**src/rtl/jesd204b_tx_pkg.sv**
```systemverilog
// Shared definitions for the JESD204B transmit link layer.
//   tx_state_e      : link state (code group sync, lane alignment, user data)
//   K28_x           : control characters used on the link
//   OCTETS_PER_BEAT : octets carried by one link-clock beat
package jesd204b_tx_pkg;

    typedef enum logic [1:0] {
        CGS  = 2'd0,
        ILAS = 2'd1,
        DATA = 2'd2
    } tx_state_e;

    localparam logic [7:0] K28_5 = 8'hBC;  // /K/ comma, code group sync
    localparam logic [7:0] K28_0 = 8'h1C;  // /R/ multiframe start in ILAS
    localparam logic [7:0] K28_3 = 8'h7C;  // /A/ multiframe end in ILAS
    localparam logic [7:0] K28_4 = 8'h9C;  // /Q/ start of link configuration

    localparam int OCTETS_PER_BEAT = 4;

endpackage

```
**src/rtl/jesd204b_tx_link_if.sv**
```systemverilog
// Bundle of the link-layer signals between the user side / receiver handshake
// and the transmit link layer.
//   sync_ni    : SYNC~ from the receiver, active-low
//   sysref_i   : SYSREF, rising edge realigns the LMFC
//   cfg_i      : 14 ILAS configuration octets, octet n at [8n+7:8n]
//   tx_data_i  : user beat, octet 0 in [7:0] goes first
//   tx_ready_o : tx_data_i is consumed in this cycle
//   data_o     : 4 octets to the 8b/10b encoder
//   charisk_o  : per-octet K-character flags
//   lmfc_o     : pulse on the first beat of each multiframe
// The link layer uses the master modport, the environment the slave modport.
interface jesd204b_tx_link_if;

    logic         sync_ni;
    logic         sysref_i;
    logic [111:0] cfg_i;
    logic [31:0]  tx_data_i;
    logic         tx_ready_o;
    logic [31:0]  data_o;
    logic [3:0]   charisk_o;
    logic         lmfc_o;

    modport master (
        input  sync_ni, sysref_i, cfg_i, tx_data_i,
        output tx_ready_o, data_o, charisk_o, lmfc_o
    );

    modport slave (
        output sync_ni, sysref_i, cfg_i, tx_data_i,
        input  tx_ready_o, data_o, charisk_o, lmfc_o
    );

endinterface

```
**src/rtl/jesd204b_lmfc_counter.sv**
```systemverilog
// Local multiframe clock counter.
//   clk_i, rst_i : link clock, synchronous active-high reset
//   sysref_i     : SYSREF; its registered rising edge forces the count to 0
//   cnt_next_o   : beat index the counter takes at the next clock edge
//   realign_o    : the next edge is a SYSREF-forced jump that breaks the
//                  running multiframe (not a coincident natural wrap)
//   lmfc_o       : registered pulse while the count is 0
module jesd204b_lmfc_counter #(
    parameter int BEATS = 16,
    parameter int CNT_W = $clog2(BEATS)
) (
    input  logic             clk_i,
    input  logic             rst_i,
    input  logic             sysref_i,
    output logic [CNT_W-1:0] cnt_next_o,
    output logic             realign_o,
    output logic             lmfc_o
);

    localparam logic [CNT_W-1:0] LAST = CNT_W'(BEATS - 1);

    logic             sysref_q;
    logic             sysref_qq;
    logic [CNT_W-1:0] cnt_q;
    logic [CNT_W-1:0] cnt_d;
    logic             lmfc_q;
    logic             edge_w;
    logic             at_end_w;

    always_comb begin
        edge_w   = sysref_q & ~sysref_qq;
        at_end_w = (cnt_q == LAST);
        cnt_d    = (edge_w || at_end_w) ? '0 : cnt_q + CNT_W'(1);
        // A periodic SYSREF that lands on the natural wrap must not disturb
        // the link, so only a jump away from the running phase is reported.
        realign_o  = edge_w & ~at_end_w;
        cnt_next_o = cnt_d;
    end

    always_ff @(posedge clk_i) begin
        if (rst_i) begin
            sysref_q  <= 1'b0;
            sysref_qq <= 1'b0;
            cnt_q     <= '0;
            lmfc_q    <= 1'b0;
        end else begin
            sysref_q  <= sysref_i;
            sysref_qq <= sysref_q;
            cnt_q     <= cnt_d;
            lmfc_q    <= (cnt_d == '0);
        end
    end

    assign lmfc_o = lmfc_q;

endmodule

```
**src/rtl/jesd204b_tx_link.sv**
```systemverilog
// Single-lane JESD204B transmit link layer: emits the K28.5 code group sync
// stream, the initial lane alignment sequence, then registered user data.
//   clk_i, rst_i : link clock (one 4-octet beat per cycle), sync active-high reset
//   link         : jesd204b_tx_link_if.master (SYNC~, SYSREF, ILAS config,
//                  user data/ready, encoder octets, K flags, LMFC pulse)
// All outputs are registered. Next-state logic works on the beat index the
// LMFC counter will hold after the edge, so the octets on data_o always
// belong to the multiframe position currently shown by the counter.
module jesd204b_tx_link
    import jesd204b_tx_pkg::*;
#(
    parameter int OCTETS_PER_FRAME = 2,
    parameter int FRAMES_PER_MF    = 32,   // F*K: multiple of 4, 16..1024
    parameter int ILAS_MF          = 4
) (
    input  logic                      clk_i,
    input  logic                      rst_i,
    jesd204b_tx_link_if.master        link
);

    localparam int BEATS = OCTETS_PER_FRAME * FRAMES_PER_MF / OCTETS_PER_BEAT;
    localparam int CNT_W = $clog2(BEATS);
    localparam int P_W   = CNT_W + 2;
    localparam int MF_W  = (ILAS_MF > 1) ? $clog2(ILAS_MF) : 1;

    localparam logic [CNT_W-1:0] BEAT_LAST = CNT_W'(BEATS - 1);
    localparam logic [P_W-1:0]   P_LAST    = P_W'(4 * BEATS - 1);
    localparam logic [MF_W-1:0]  MF_LAST   = MF_W'(ILAS_MF - 1);

    localparam logic [1:0] ST_CGS  = CGS;
    localparam logic [1:0] ST_ILAS = ILAS;
    localparam logic [1:0] ST_DATA = DATA;

    logic [CNT_W-1:0] cnt_nxt;
    logic             realign;
    logic             lmfc;

    logic [1:0]       state_q,    state_d;
    logic [MF_W-1:0]  mf_q,       mf_d;
    logic             seen_q,     seen_d;
    logic             sync_low_q, sync_low_d;
    logic [31:0]      data_q,     data_d;
    logic [3:0]       charisk_q,  charisk_d;
    logic             ready_q,    ready_d;
    logic             resync;
    logic [8:0]       oct;

    jesd204b_lmfc_counter #(
        .BEATS (BEATS),
        .CNT_W (CNT_W)
    ) u_lmfc (
        .clk_i      (clk_i),
        .rst_i      (rst_i),
        .sysref_i   (link.sysref_i),
        .cnt_next_o (cnt_nxt),
        .realign_o  (realign),
        .lmfc_o     (lmfc)
    );

    // ILAS octet at multiframe position p, returned as {is_k, octet}.
    // /A/ wins over a configuration slot in the degenerate 16-octet multiframe.
    function automatic logic [8:0] ilas_octet(input logic [P_W-1:0] p,
                                              input logic           second_mf,
                                              input logic [111:0]   cfg);
        logic [8:0] r;
        r = {1'b0, 8'(p)};
        if (p == '0)
            r = {1'b1, K28_0};
        else if (p == P_LAST)
            r = {1'b1, K28_3};
        else if (second_mf && p == P_W'(1))
            r = {1'b1, K28_4};
        else if (second_mf && p <= P_W'(15))
            r = {1'b0, cfg[8 * (int'(p) - 2) +: 8]};
        return r;
    endfunction

    always_comb begin
        state_d    = state_q;
        mf_d       = mf_q;
        seen_d     = seen_q;
        sync_low_d = ~link.sync_ni;
        // Two consecutive low samples of SYNC~ request a restart.
        resync     = (state_q != ST_CGS) && ~link.sync_ni && sync_low_q;

        case (state_q)
            ST_CGS: begin
                if (!link.sync_ni)
                    seen_d = 1'b1;
                if (cnt_nxt == '0 && link.sync_ni && seen_q) begin
                    state_d = ST_ILAS;
                    mf_d    = '0;
                    seen_d  = 1'b0;
                end
            end
            ST_ILAS: begin
                if (resync) begin
                    state_d = ST_CGS;
                    seen_d  = 1'b1;
                end else if (realign) begin
                    mf_d = '0;
                end else if (cnt_nxt == '0) begin
                    if (mf_q == MF_LAST)
                        state_d = ST_DATA;
                    else
                        mf_d = mf_q + MF_W'(1);
                end
            end
            ST_DATA: begin
                if (resync) begin
                    state_d = ST_CGS;
                    seen_d  = 1'b1;
                end
            end
            default: state_d = ST_CGS;
        endcase

        data_d    = {4{K28_5}};
        charisk_d = 4'hF;
        ready_d   = 1'b0;
        oct       = '0;
        case (state_d)
            ST_ILAS: begin
                for (int i = 0; i < OCTETS_PER_BEAT; i++) begin
                    oct = ilas_octet({cnt_nxt, 2'(i)}, (mf_d == MF_W'(1)), link.cfg_i);
                    charisk_d[i]      = oct[8];
                    data_d[8*i +: 8]  = oct[7:0];
                end
                // Take the first user beat during the last ILAS beat so it
                // lands on the following multiframe boundary without a gap.
                ready_d = (mf_d == MF_LAST) && (cnt_nxt == BEAT_LAST);
            end
            ST_DATA: begin
                data_d    = link.tx_data_i;
                charisk_d = 4'h0;
                ready_d   = 1'b1;
            end
            default: ;
        endcase
    end

    always_ff @(posedge clk_i) begin
        if (rst_i) begin
            state_q    <= ST_CGS;
            mf_q       <= '0;
            seen_q     <= 1'b0;
            sync_low_q <= 1'b0;
            data_q     <= '0;
            charisk_q  <= '0;
            ready_q    <= 1'b0;
        end else begin
            state_q    <= state_d;
            mf_q       <= mf_d;
            seen_q     <= seen_d;
            sync_low_q <= sync_low_d;
            data_q     <= data_d;
            charisk_q  <= charisk_d;
            ready_q    <= ready_d;
        end
    end

    assign link.data_o     = data_q;
    assign link.charisk_o  = charisk_q;
    assign link.tx_ready_o = ready_q;
    assign link.lmfc_o     = lmfc;

endmodule

```
**src/flat_wrapper.sv**
```systemverilog
// flat-port wrapper written by rule: the top's interface ports become plain ports
module jesd204b_tx_link_flat import jesd204b_tx_pkg::*;
#(
    parameter int OCTETS_PER_FRAME = 2,
    parameter int FRAMES_PER_MF    = 32,                                  
    parameter int ILAS_MF          = 4
)
  (clk_i, rst_i, link_sync_ni, link_sysref_i, link_cfg_i, link_tx_data_i, link_tx_ready_o, link_data_o, link_charisk_o, link_lmfc_o);
  jesd204b_tx_link_if link_i ();
  input  logic clk_i;
  input  logic rst_i;
  input wire logic [$bits(link_i.sync_ni)-1:0] link_sync_ni;
  input wire logic [$bits(link_i.sysref_i)-1:0] link_sysref_i;
  input wire logic [$bits(link_i.cfg_i)-1:0] link_cfg_i;
  input wire logic [$bits(link_i.tx_data_i)-1:0] link_tx_data_i;
  output wire logic [$bits(link_i.tx_ready_o)-1:0] link_tx_ready_o;
  output wire logic [$bits(link_i.data_o)-1:0] link_data_o;
  output wire logic [$bits(link_i.charisk_o)-1:0] link_charisk_o;
  output wire logic [$bits(link_i.lmfc_o)-1:0] link_lmfc_o;
  assign link_i.sync_ni = link_sync_ni;
  assign link_i.sysref_i = link_sysref_i;
  assign link_i.cfg_i = link_cfg_i;
  assign link_i.tx_data_i = link_tx_data_i;
  assign link_tx_ready_o = link_i.tx_ready_o;
  assign link_data_o = link_i.data_o;
  assign link_charisk_o = link_i.charisk_o;
  assign link_lmfc_o = link_i.lmfc_o;
  jesd204b_tx_link #(.OCTETS_PER_FRAME(OCTETS_PER_FRAME), .FRAMES_PER_MF(FRAMES_PER_MF), .ILAS_MF(ILAS_MF)) u_core (.clk_i(clk_i), .rst_i(rst_i), .link(link_i));
endmodule
```
**config.mk**
```make
export PLATFORM = sky130hd
export DESIGN_NAME = jesd204b_tx_link_flat
export DESIGN_NICKNAME = d
export VERILOG_FILES = /design/src/rtl/jesd204b_tx_pkg.sv /design/src/rtl/jesd204b_tx_link_if.sv /design/src/rtl/jesd204b_lmfc_counter.sv /design/src/rtl/jesd204b_tx_link.sv /design/src/flat_wrapper.sv
export SDC_FILE = /design/constraint.sdc
export NUM_CORES = 1
export LEC_CHECK = 0
export ABC_AREA = 1
export CAP_MARGIN = 10
export CORE_MARGIN = 2
export CORE_UTILIZATION = 40
export DETAILED_ROUTE_END_ITERATION = 6
export PLACE_DENSITY = 0.82
export RECOVER_POWER = 25
export SLEW_MARGIN = 30
export SYNTH_ARGS = -nofsm -noshare
export SYNTH_HDL_FRONTEND = slang
export SYNTH_SLANG_ARGS = --single-unit
```
**constraint.sdc**
```tcl
create_clock -name clk_i -period 3.8 [get_ports clk_i]
set_input_delay 0.38 -clock clk_i [delete_from_list [all_inputs] [get_ports clk_i]]
set_output_delay 0.38 -clock clk_i [all_outputs]
set_load 0.01 [all_outputs]
```
Word-level counts from Yosys, hierarchy flattened
Index checks and enable logic that the tools add are counted.
{"block": "totals", "rom_bits": 0, "ramBits": 0, "inputBits": 148, "latchBits": 0, "reg_bits": 50, "output_inout_bits": 38, "n_memories": 0, "elab_cells": 86}
{"block": "classes", "n_addsub": 6, "muxes": 28, "eq_ne": 11, "shifts": 4, "bitwise": 5, "multipliers": 0, "reduce_logical": 17, "div_mod_pow": 0, "magnitude_cmp": 4}
{"op": "$shiftx 112x32->8", "n": 4}
{"op": "$pmux 32 s2", "n": 1}
{"op": "$mux 8", "n": 4}
{"op": "$sub 6x2->7 const B", "n": 4}
{"op": "$mux 9", "n": 3}
{"op": "$le 6x4->1 const B", "n": 4}
{"op": "$mux 2", "n": 11}
{"op": "$logic_and 1x1->1", "n": 10}
{"op": "$eq 2x2->1 const B", "n": 4}
{"op": "$eq 4x4->1 const B", "n": 2}
{"op": "$pmux 4 s2", "n": 1}
{"op": "$eq 2x1->1 const B", "n": 3}
{"op": "$pmux 2 s3", "n": 1}
{"op": "$add 4x1->4 const B", "n": 1}
{"op": "$logic_not 4->1", "n": 1}
{"op": "$mux 4", "n": 1}
{"op": "$pmux 1 s2", "n": 2}
{"op": "$pmux 2 s2", "n": 1}
{"op": "$reduce_bool 2->1", "n": 2}
{"op": "$mux 1", "n": 3}
{"op": "$ne 3x2->1 const B", "n": 1}
{"op": "$not 1->1", "n": 3}
{"op": "$reduce_and 3->1", "n": 1}
{"op": "$add 2x1->2 const B", "n": 1}
{"op": "5 further kinds", "n": 6}

Longest topological paths before layout
{"block": "logic_depth", "ltp_word": 14, "mapped_depth": 24}

Modules after synthesis
From an unflattened synthesis, not the netlist that was laid out.
{"block": "hier_totals", "cells_unflattened": 517, "area_unflattened_um2": 3367.0}
{"module": "jesd204b_tx_link", "instances": 1, "seq_area_each_um2": 860.8, "cells_each": 477, "area_per_inst_um2": 3062.9}
{"module": "jesd204b_lmfc_counter", "instances": 1, "seq_area_each_um2": 140.1, "cells_each": 40, "area_per_inst_um2": 304.0}

Least setup slack after synthesis
OpenSTA, ideal clock, no wires.
{"block": "synth_timing", "kind": "reg2reg", "startpoint": "register u_core.u_lmfc.cnt_q[1]", "endpoint": "register u_core.data_q[12], in the netlist u_core.link.data_o[12]", "path_stages_with_launch": 25, "arrival_time_ps": 3339, "slack_ps": 352, "n_path_buf": 2, "path_cell_list": "dfxtp_1 ha_1 nand3_2 nand2_2 nor2_2 inv_1 clkbuf_1 ha_1 nand4_2 nor2_1 nor2_1 o211ai_1 nand2_1 nand2_1 inv_1 ha_1 clkbuf_1 inv_1 nor2_2 nand4_4 inv_1 nand2_1 nand3_1 nand2_1 inv_1"}
{"element": "from (decl)", "line": "jesd204b_lmfc_counter.sv:24", "text": "logic [CNT_W-1:0] cnt_q;"}
{"element": "from (signal assigned)", "line": "jesd204b_lmfc_counter.sv:49", "text": "cnt_q <= cnt_d;"}
{"element": "branches (longest 7 deep; another with $add 4x1->4)"}
{"element": "$pmux 2 s3 (*)", "line": "jesd204b_tx_link.sv:86", "text": "case (state_q)"}
{"element": "named net u_core.state_d[0]", "line": "jesd204b_tx_link.sv:38", "text": "logic [1:0] state_q, state_d;"}
{"element": "$eq 2x2->1 / $eq 2x1->1 (equally long branches)", "line": "jesd204b_tx_link.sv:122", "text": "case (state_d)"}
{"element": "$pmux 32 s2 (*)", "line": "jesd204b_tx_link.sv:122"}
{"element": "to (signal assigned)", "line": "jesd204b_tx_link.sv:156", "text": "data_q <= data_d;"}
{"element": "to (decl)", "line": "jesd204b_tx_link.sv:42", "text": "logic [31:0] data_q, data_d;"}
Mark *: on every way through the listed nets, which the timed path passes.
A chain may end at the register's enable or synchronous reset.

Worst setup path in the final report
{"block": "layout_timing", "startpoint": "register u_core.u_lmfc.cnt_q[1]", "endpoint": "register u_core.data_q[4], in the netlist u_core.link.data_o[4]"}
Same word-level chain as after synthesis.

==> results by group <==
Min path
  – Hold depth: 2
  – Hold Crit Class: flip-flop to flip-flop

Cells and area
  – Layout cells sized above 1: about 7.6%
  – ANT cells: 0
  – Final Cell Area: approximately 5400 um2
  – Area growth from synthesis to layout: 59.3%
  – Fill cells: 737
  – Nets@finish: between 800 and 900
  – Area of the multi-input gates: between 2000 and 2500 um2
  – Flip-flop and latch area: 1000 um2

Floorplan
  – Core footprint: between 8000 and 9000 um2
  – Starting Density: between 40% and 50%
  – DIE AREA: just over 9000 um2
  – Die width: between 90 and 100 um
  – Die height: slightly below 100 um
  – IO Count: around 190
  – Rows: 33

Clocking
  – H-Tree Depth: 2
  – Clock Latency Late Sink: approximately 0.30 ns
  – Clk pin slew, worst setup/hold paths: about 0.090 ns
  – Post-CTS setup buffer count: 0
  – Root Buffer: clkbuf_8
  – Maximum clock path buffer count: 2
  – CTS Sinks: 50
  – TritonCTS clock tree: yes
  – CTS Buf Count: 5

Yosys
  – Most common cell in the synthesized netlist: nand2_1
  – Mapped Nets: 686
  – Synth top area cells: dfxtp_1 29%, nand2_1 12%, a21oi_1 9.3%, nor2_1 6.6%, o21ai_0 6.5%
  – Yosys top cell by area: dfxtp_1
  – Sequential area share after synthesis: 29.5%
  – Dominant synthesized flop cell: dfxtp_1
  – Synth Instances: around 530
  – Syn. warnings: 0
  – Top cell type's share of synthesized area: 29.5%
  – Distinct cells, synth: 37
  – EDFF count, synth: 0
  – FFs w/ async S/R, synth: 0%
  – Register bit count reported by yosys: 50
  – Most frequent cells after synthesis: 110 x nand2_1, 63 x a21oi_1, 60 x nor2_1, 50 x dfxtp_1, 44 x o21ai_0
  – Netlist Area Pre-Place: approximately 3400 um2
  – Avg Inst Size Synth: ~6.4 um2

Pwr
  – Power density cells: about 290 nW/um2
  – VDD IR-drop max: ~140 uV
  – LEAKAGE: 2.25 nW
  – Pwr Total: 0.00156 W

GRT
  – Largest net degree at the start of global routing: slightly above 70
  – Met1 usage: 34.6%
  – GR Util All Layers: between 20% and 30%
  – Most Crowded Layer GR: met2
  – First-pass GRT wire length: 19,300 um
  – Overflow after GRT: 0
  – Vias in the first global route: around 4,000
  – GRT met3 Usage: 4.93%
  – Initial antenna violation count: 0
  – Grt met2 use: roughly 46%

Critical path
  – Worst endpoint data arrival time: 3.53 ns
  – Setup CP Type: flip-flop to flip-flop
  – Reg2reg path depth: 16
  – Flop2flop setup slack: 0.42 ns
  – CP startpoint kind: flip-flop
  – CP endpoint kind: flip-flop
  – Worst EP required: ~4.0 ns
  – CP Max Fanout: 18

STA
  – Worst-margin pin slew: between 0.8 and 0.9 ns
  – Final period utilization: roughly nine tenths
  – Fin. Hold Viols: 0
  – Fin Setup TNS: 0 ns
  – Min Clock Period, post-route: roughly 3.4 ns
  – PnR worst setup slack: between 0.4 and 0.5 ns
  – Final clock skew: 0.00398 ns
  – Final setup violation count: 0
  – RSZ-0062 raised after global routing: false
  – Fmax: 296 MHz
  – Final hold slack: about 0.43 ns
  – Rel. slew slack: between 40% and 50%
  – Final slew viol count: 0

Drt
  – Routed WL per cell: 16.1 um
  – Vias per Instance: roughly 5.3
  – Drt drc: 0
  – DRT iter0 DRCs: ~250
  – Total number of vias: between 4,000 and 5,000
  – Post-DRT Antenna Nets: 0
  – Drt pass-1 iters: 6
  – DRT Wirelength: 12,900 um

Run
  – MaxCap Viol Count: 0

Placed design
  – DP Area: between 5000 and 6000 um2
  – Post-DP HPWL: between 10,000 and 15,000 um
  – Dpl ws: around 0.15 ns
  – Quantity of I/O buffers inserted on ports: ~190
  – RD Place Congestion: between 0.8 and 0.9

Status
  – Status: completed
[state kept, by name, summed over array words and instances (netlist names)]
signal and count:
u_core.u_lmfc.sysref_q 1, u_core.u_lmfc.cnt_q 4, u_core.seen_q 1, u_core.u_lmfc.lmfc_o 1
u_core.state_q 2, u_core.sync_low_q 1, u_core.mf_q 2, u_core.link.charisk_o 4
u_core.link.data_o 32, u_core.u_lmfc.sysref_qq 1, u_core.link.tx_ready_o 1
[cell usage in the layout (no fill, tap or decap), types with 3 or more instances in the layout]
cell / synthesis / final
nor2_2: 7 / 6
nand2_2: 5 / 5
a211oi_1: 4 / 4
o22ai_1: 12 / 12
nor2_1: 60 / 60
or2_2: 8 / 8
nand2_1: 110 / 110
clkdlybuf4s50_1: 0 / 163
buf_4: 1 / 8
inv_2: 3 / 3
o21bai_1: 4 / 4
nand3_1: 37 / 37
o21ai_0: 44 / 44
clkbuf_8: 0 / 5
inv_1: 42 / 42
nand4_1: 6 / 6
dlygate4sd3_1: 0 / 22
dfxtp_1: 50 / 50
nand3_2: 3 / 3
ha_1: 10 / 8
o211ai_1: 9 / 9
a21oi_1: 63 / 63
[stage by stage]
step                utilization [%]  cells
global route                   65.8    801
floorplan                         -    528
detailed placement             64.4    793
finish                         65.8    801
CTS                            65.7    801
global placement               64.4    793
[per-layer routing]
| metal | share of wire (%) | routed length [um] |
|---|---|---|
| met5 | 0 | 0 |
| met4 | 1.9 | 240 |
| met3 | 8.4 | 1090 |
| met2 | 49 | 6310 |
| met1 | 41 | 5240 |
[report_power, final]
group          total, W  internal [W]  switching [W]  leakage, nW
logic          0.000617      0.000296       0.000321         1.79
registers      0.000568      0.000557      0.0000118        0.414
clock network  0.000375      0.000197       0.000178       0.0514
[critical path, cell delays in order (launching register included)]
cell      delay (ns)
dfxtp_1         0.37
ha_1            0.22
nand3_2         0.11
nand2_2         0.13
nor2_2          0.06
inv_1           0.08
ha_2            0.32
nand4_2         0.17
nor2_1          0.17
a21oi_1         0.08
a211oi_1        0.26
inv_1           0.12
ha_2            0.29
inv_1           0.32
a21oi_1         0.11
a211oi_1        0.29
a21oi_1         0.13
[path summary, 6_finish.rpt]
| kind | startpoint | to |
|---|---|---|
| max | u_core.u_lmfc.cnt_q[1]$_SDFF_PP0_ | u_core.link.data_o[4]$_SDFF_PP0_ |
| max reg2reg | u_core.u_lmfc.cnt_q[1]$_SDFF_PP0_ | u_core.link.data_o[4]$_SDFF_PP0_ |
| min | u_core.u_lmfc.sysref_q$_SDFF_PP0_ | u_core.u_lmfc.sysref_qq$_SDFF_PP0_ |
| min reg2reg | u_core.u_lmfc.sysref_q$_SDFF_PP0_ | u_core.u_lmfc.sysref_qq$_SDFF_PP0_ |
[kinds of logic (layout without fill, tap and decap cells)]
| family | Yosys count | after routing | synth area share [%] |
|---|---|---|---|
| adders and majority gates | 10 | 10 | 3.69 |
| DFF | 50 | 50 | 29.5 |
| AOI/OAI and AO/OA | 141 | 141 | 22.9 |
| xor gates and xnor gates | 1 | 1 | 0.258 |
| and+or+nand+nor | 247 | 247 | 33.9 |
| buffers and inverters | 79 | 247 | 9.73 |
[final cells by class]
class / instances / area share [%]
Clock inverter: 2 / 0.695
Clock buffer: 6 / 1.34
Timing Repair Buffer: 193 / 35.4
Multi-Input combinational cell: 399 / 38.3
Tap cell: 105 / 2.43
Sequential cell: 50 / 18.5
Inverter: 46 / 3.29
[what timing repair did]
action / in CTS / in global routing
endpoints found under the setup margin: 0 / 20
hold buffers: 0 / 0
gates resized for setup: 0 / 2
Power figures use the tool's default switching activity.
